[src/rtl/ifu_prefetch.sv]
// Instruction-fetch front end: bus master fetches into a DEPTH-entry prefetch FIFO feeding IF/ID.
// Optional macro IFU_BYPASS_EN forwards a response straight to IF/ID when the FIFO is empty.
module ifu_prefetch #(
  parameter int              ADDR_W   = 32,
  parameter int              DATA_W   = 32,
  parameter int              DEPTH    = 4,
  parameter logic [ADDR_W-1:0] RESET_PC = '0
) (
  input  logic              clk,
  input  logic              rest,
  input  logic              jump_en_i,
  input  logic [ADDR_W-1:0] jump_addr_i,
  input  logic              ifid_ready_i,
  output logic              ifid_valid_o,
  output logic [DATA_W-1:0] ifid_ins_o,
  output logic [ADDR_W-1:0] ifid_addr_o,
  output logic              bus_req_o,
  input  logic              bus_grnt_i,
  output logic              bus_as_o,
  output logic [ADDR_W-1:0] bus_addr_o,
  output logic              bus_rw_o,
  input  logic [DATA_W-1:0] bus_rd_data_i,
  input  logic              bus_rdy_i,
  output logic [1:0]        fsm_state_o
);
  localparam int PTR_W   = $clog2(DEPTH);
  localparam int BYTE_SH = $clog2(DATA_W / 8);
  localparam logic [ADDR_W-1:0] PC_STEP    = ADDR_W'(DATA_W / 8);
  localparam logic [ADDR_W-1:0] ALIGN_MASK = ~((ADDR_W'(1) << BYTE_SH) - ADDR_W'(1));
  localparam logic [PTR_W:0]    CNT_DEPTH  = (PTR_W + 1)'(DEPTH);

  typedef enum logic [1:0] {IDLE, REQ, ACC, DROP} state_t;

  state_t              state_q, state_d;
  logic                as_done_q;
  logic [ADDR_W-1:0]   fetch_pc_q, bus_addr_q, jump_pc;
  logic [PTR_W:0]      wr_ptr_q, rd_ptr_q, count, count_after;
  logic [ADDR_W-1:0]   addr_mem [DEPTH];
  logic [DATA_W-1:0]   ins_mem  [DEPTH];
  logic                fifo_valid, resp, bypass, push, pop;

  // IF/ID handshake: a word transfers on a rising edge where ifid_valid_o & ifid_ready_i;
  // a redirect at that edge cancels the transfer and the word is discarded.
  assign count      = wr_ptr_q - rd_ptr_q;
  assign fifo_valid = (count != '0);
  assign jump_pc    = jump_addr_i & ALIGN_MASK;
  assign resp       = (state_q == ACC) && bus_rdy_i && !jump_en_i;

`ifdef IFU_BYPASS_EN
  assign bypass = resp && !fifo_valid;
`else
  assign bypass = 1'b0;
`endif

  assign ifid_valid_o = fifo_valid | bypass;
  assign ifid_ins_o   = bypass ? bus_rd_data_i : ins_mem[rd_ptr_q[PTR_W-1:0]];
  assign ifid_addr_o  = bypass ? bus_addr_q    : addr_mem[rd_ptr_q[PTR_W-1:0]];
  assign pop          = fifo_valid && ifid_ready_i && !jump_en_i;
  assign push         = resp && !(bypass && ifid_ready_i);
  assign count_after  = count + (PTR_W + 1)'(push) - (PTR_W + 1)'(pop);

  assign bus_req_o   = (state_q != IDLE);
  assign bus_as_o    = (state_q == ACC) && !as_done_q;
  assign bus_addr_o  = bus_addr_q;
  assign bus_rw_o    = 1'b1;
  assign fsm_state_o = state_q;

  // Credit check: the only in-flight fetch is the one in ACC, so IDLE/REQ need count < DEPTH.
  always_comb begin
    state_d = state_q;
    case (state_q)
      IDLE: if (jump_en_i || count < CNT_DEPTH) state_d = REQ;
      REQ:  if (!jump_en_i && bus_grnt_i) state_d = ACC;
      ACC: begin
        if (jump_en_i)      state_d = bus_rdy_i ? REQ : DROP;
        else if (bus_rdy_i) state_d = (count_after < CNT_DEPTH) ? REQ : IDLE;
      end
      DROP: if (bus_rdy_i) state_d = REQ;
      default: state_d = IDLE;
    endcase
  end

  always_ff @(posedge clk or negedge rest) begin
    if (!rest) begin
      state_q    <= IDLE;
      as_done_q  <= 1'b0;
      fetch_pc_q <= RESET_PC;
      bus_addr_q <= '0;
      wr_ptr_q   <= '0;
      rd_ptr_q   <= '0;
      for (int i = 0; i < DEPTH; i++) begin
        addr_mem[i] <= '0;
        ins_mem[i]  <= '0;
      end
    end else begin
      state_q   <= state_d;
      as_done_q <= (state_q == ACC);
      if (state_q == REQ && bus_grnt_i && !jump_en_i) bus_addr_q <= fetch_pc_q;
      if (jump_en_i) begin
        fetch_pc_q <= jump_pc;
        wr_ptr_q   <= '0;
        rd_ptr_q   <= '0;
      end else begin
        if (resp) fetch_pc_q <= fetch_pc_q + PC_STEP;
        if (push) begin
          addr_mem[wr_ptr_q[PTR_W-1:0]] <= bus_addr_q;
          ins_mem[wr_ptr_q[PTR_W-1:0]]  <= bus_rd_data_i;
          wr_ptr_q <= wr_ptr_q + 1'b1;
        end
        if (pop) rd_ptr_q <= rd_ptr_q + 1'b1;
      end
    end
  end
endmodule
[config.mk]
export PLATFORM = sky130hd
export DESIGN_NAME = ifu_prefetch
export DESIGN_NICKNAME = d
export VERILOG_FILES = /design/src/rtl/ifu_prefetch.sv
export SDC_FILE = /design/constraint.sdc
export NUM_CORES = 1
export LEC_CHECK = 0
export CAP_MARGIN = 10
export CORE_MARGIN = 3
export CORE_UTILIZATION = 30
export CTS_CLUSTER_DIAMETER = 50
export DETAILED_ROUTE_END_ITERATION = 8
export PLACE_DENSITY = 0.52
export SLEW_MARGIN = 20
export SYNTH_ARGS = -nofsm -noshare
export SYNTH_HDL_FRONTEND = slang
export SYNTH_SLANG_ARGS = --single-unit
[constraint.sdc]
create_clock -name clk -period 3.9 [get_ports clk]
set_input_delay 0.78 -clock clk [delete_from_list [all_inputs] [get_ports clk]]
set_output_delay 0.78 -clock clk [all_outputs]
set_load 0.03 [all_outputs]
==> tab_implementation.tex <==
\begin{tabular}{lr}
\hline
Metric & Value \\
\hline
\multicolumn{2}{l}{\textbf{Power and ir drop}} \\
Maximum vdd ir drop & roughly 0.00042 V \\
Total Power & 13.32 mW \\
Part of the power in the clock network & between 30 and 40\% \\
Cell Int Power & 8.830 mW \\
PwrDens & 731.1 nW/um2 \\
Leakage power summed over all cells & roughly 8.2 nW \\
Net switching component of the power & 4.491 mW \\
Portion of total power attributed to combinational logic & 35.6\% \\
Switching part of the total & 33.71\% \\
Register share of total power & between 30 and 40\% \\
\multicolumn{2}{l}{\textbf{Drt}} \\
Drt drc & 0 \\
Wirelength per Cell & 19.65 um \\
Antenna-violating nets left & 0 \\
Vias & 8575 \\
Number of design-rule violations left by the first detailed-router iteration & roughly 340 \\
Length of the first detailed-routing pass in iterations & 4 \\
Drt total wl & around 35000 um \\
Drt via density & roughly 4.9 \\
\multicolumn{2}{l}{\textbf{Global routing}} \\
Total congestion overflow & 0 \\
Maximum number of pins on one net before global-route repair & 106 \\
Wire length of the first global-routing pass & around 55000 um \\
Number of antenna violations at the first check in global routing & 1 \\
Vias in the first global route & 9253 \\
Total routing resource utilization after global routing & 14.19\% \\
\multicolumn{2}{l}{\textbf{Placement}} \\
Pre-CTS setup slack & 0.6144 ns \\
Placed wire-length estimate after detailed placement & about 21000 um \\
RD Place Congestion & 0.7261 \\
Count of input and output buffers & 164 \\
Area post-placement & 16680 um2 \\
Number of instances in the placed design & 1680 \\
\multicolumn{2}{l}{\textbf{Layout}} \\
Most common cell after layout, fill and taps aside & dfrtp\_1 \\
Layout Cells excl Fill & 1762 \\
Register area & 7940 um2 \\
Multi-input gate area & $\sim$6000 um2 \\
Fraction of layout instances using a drive strength above 1 & 38.87\% \\
Antenna fix cells & 0 \\
Number of nets in the final layout & 1203 \\
Post-layout util & roughly two fifths \\
Design area & 18220 um2 \\
Top library cells by usage in the layout, fill and taps aside & dfrtp\_1 (315), mux2\_2 (276), clkdlybuf4s50\_1 (163), mux4\_2 (62), clkbuf\_16 (45) \\
Area growth from synthesis to final layout & 28.25\% \\
Fillers & 4424 \\
\multicolumn{2}{l}{\textbf{Synthesis}} \\
Async set-or-reset flop fraction in the synthesized netlist & 100.0\% \\
Combinational family with the most area after synthesis & multiplexers \\
Syn Std Cell Area & around 14000 um2 \\
Synth Area in Adders & 1.286\% \\
Cell taking the most area after synthesis & dfrtp\_1 \\
Post-synth EDFFs & 0 \\
Compound-cell area share of the yosys netlist & between 2 and 2.5\% \\
Count of state elements after synthesis & 317 \\
Average footprint of a synthesized cell & 15.05 um2 \\
Synth unique cells & 42 \\
Share of synthesized area spent on multiplexers & 31.92\% \\
Share of the yosys chip area belonging to registers & $\sim$56\% \\
Xor and xnor fraction of the mapped netlist area & between 1 and 1.5\% \\
Most instantiated flip-flop cell in the synthesis netlist & dfrtp\_1 \\
Synth Area in Simple Gates & 4.720\% \\
Synth area leaders & dfrtp\_1 (56\%), mux2\_2 (22\%), mux4\_2 (9.8\%), buf\_2 (1.2\%), ha\_1 (1.1\%) \\
Fraction of post-synthesis cell area in the top cell type by area & 55.83\% \\
Synthesized instance count & between 900 and 1000 \\
Number of warning messages in the yosys log & 0 \\
\multicolumn{2}{l}{\textbf{Worst setup path}} \\
Max stage delay cell, worst path & clkdlybuf4s50\_1 \\
Sort of element at the end of the critical path & output port \\
Data arrival time of the critical path & 2.84 ns \\
Critical Setup Path Class & reg2out \\
Required @ worst endpoint & 3.12 ns \\
Max FO, Critical Path & 5 \\
Element type at the critical path start & flip-flop \\
Highest cell delay on the worst timing path & around 0.71 ns \\
Chain of cells forming the critical path & inv\_1 -> ha\_1 -> fa\_1 -> xnor3\_1 -> nand3\_1 -> clkdlybuf4s50\_1 \\
\multicolumn{2}{l}{\textbf{STA}} \\
Final number of max-transition violations & 0 \\
Final period util & 92.81\% \\
Number of failing hold endpoints at the final stage & 0 \\
Clock period minus worst slack & 3.620 ns \\
Setup violation total in the final timing report & 0 \\
Worst hold slack & 0.2650 ns \\
Min setup slack post-route & 0.2803 ns \\
Worst slew pin tran & 0.9137 ns \\
Setup Skew & 0.03494 ns \\
RSZ-0062 raised after global routing & no \\
Total negative slack for setup checks & 0 ns \\
FMAX & 276.3 MHz \\
Normalized max-slew margin & 39.09\% \\
\multicolumn{2}{l}{\textbf{Clock tree}} \\
Maximum count of clock buffers along a single path & 3 \\
CTS H-tree lvls & 2 \\
CTS Hold Bufs & 0 \\
Root buffer cell & clkbuf\_16 \\
TritonCTS clock tree & done \\
Number of clock sinks & 317 \\
CTS clock-pin slew for the worst setup and hold paths & 0.06 ns \\
Setup fix buffers added after clock tree synthesis & 0 \\
Worst-Skew Late Latency & 0.57 ns \\
Number of instances resized during post-cts repair & 0 \\
Number of buffers created by CTS & 44 \\
\multicolumn{2}{l}{\textbf{Floorplanning}} \\
Starting Density & 30.45\% \\
Vert. Die Dim & 223.6 um \\
Floorplan core area & $\sim$47000 um2 \\
Site row count & 79 \\
Horizontal die dimension & 223.6 um \\
I/O pin total & 172 \\
Die area & 50010 um2 \\
\multicolumn{2}{l}{\textbf{Worst hold path}} \\
Class of the most critical hold timing path & in2async \\
\multicolumn{2}{l}{\textbf{Run status}} \\
Result of the run & finished, final reports clean \\
\multicolumn{2}{l}{\textbf{Flow run}} \\
Max-cap violations & 0 \\
\hline
\end{tabular}
-- layer usage --
layer	part of all wire, %	GRT usage [%]
met2	48	23.27
met4	1.7	3.673
met5	0.052	0
met1	45	18.67
met3	5.1	3.944
-- final timing paths --
kind	from	end	slack, ns	depth (start not counted)
min reg2reg	ins_mem[48]	ins_mem[48]	0.50	1
max in group asynchronous	rest	ins_mem[126]	2.63	2
max	wr_ptr_q[0]	ifid_valid_o	0.28	6
min	rest	ins_mem[71]	0.26	1
min in group clk	ins_mem[48]	ins_mem[48]	0.50	1
max reg2reg	wr_ptr_q[0]	fsm_state_o[0]	0.93	13
-- cells by family (layout without fill, tap and decap cells) --
| family | after synthesis | after routing |
|---|---|---|
| other | 2 | 5 |
| buffers and inverters | 73 | 281 |
| AO/OA/AOI/OAI | 56 | 56 |
| multiplexers | 341 | 341 |
| flip-flops | 317 | 317 |
| adder cells (fa/ha/maj) | 14 | 14 |
| XOR/XNOR | 19 | 19 |
| AND/OR/NAND/NOR | 122 | 122 |
-- cell usage after synthesis, drive strengths merged, types with 2 or more instances --
| cell | count |
|---|---|
| nor4 | 2 |
| ha | 13 |
| a21oi | 2 |
| and4 | 6 |
| mux4 | 62 |
| nor2b | 2 |
| dfrtp | 317 |
| xnor2 | 6 |
| mux2i | 3 |
| mux2 | 276 |
| o21ai | 22 |
| inv | 11 |
| xor2 | 12 |
| and3 | 5 |
| a31oi | 17 |
| nand4 | 10 |
| nand2b | 2 |
| or3 | 6 |
| nor2 | 26 |
| clkbuf | 18 |
| or4 | 11 |
| conb | 2 |
| nand3 | 18 |
| nand2 | 30 |
| buf | 43 |
| o31ai | 11 |
-- state kept, by name, summed over array words and instances (netlist names) --
| signal | flops |
|---|---|
| ins_mem | 128 |
| wr_ptr_q | 3 |
| bus_addr_o | 30 |
| fetch_pc_q | 30 |
| rd_ptr_q | 3 |
| addr_mem | 120 |
| as_done_q | 1 |
| fsm_state_o | 2 |
-- final cells by class --
class,instances,area share (%)
tap,607,4.168
sequential,317,43.58
timing repair buffer,187,10.88
clock inverter,23,1.552
clock buffer,59,6.908
multi-input combinational,557,32.67
inverter,12,0.2472
-- power by group through the flow --
| stage | registers [mW] | clock network [mW] | logic [mW] |
|---|---|---|---|
| floorplan | 4.63 | 0 | 2.73 |
| global placement | 4.49 | 0 | 4.80 |
| detailed placement | 4.51 | 0 | 4.82 |
| CTS | 4.47 | 4.28 | 4.84 |
| global route | 4.56 | 4.44 | 5.05 |
| finish | 4.45 | 4.13 | 4.74 |
-- worst max-delay path: cells and delay by family, from the launching register on --
| kind | cells | cell delay (ns) |
|---|---|---|
| simple gates | 1 | 0.18 |
| buf+inv | 2 | 0.82 |
| fa+ha+maj | 2 | 0.60 |
| flops | 1 | 0.37 |
| xor+xnor | 1 | 0.29 |
No activity file was read; power rests on OpenSTA's default activity.
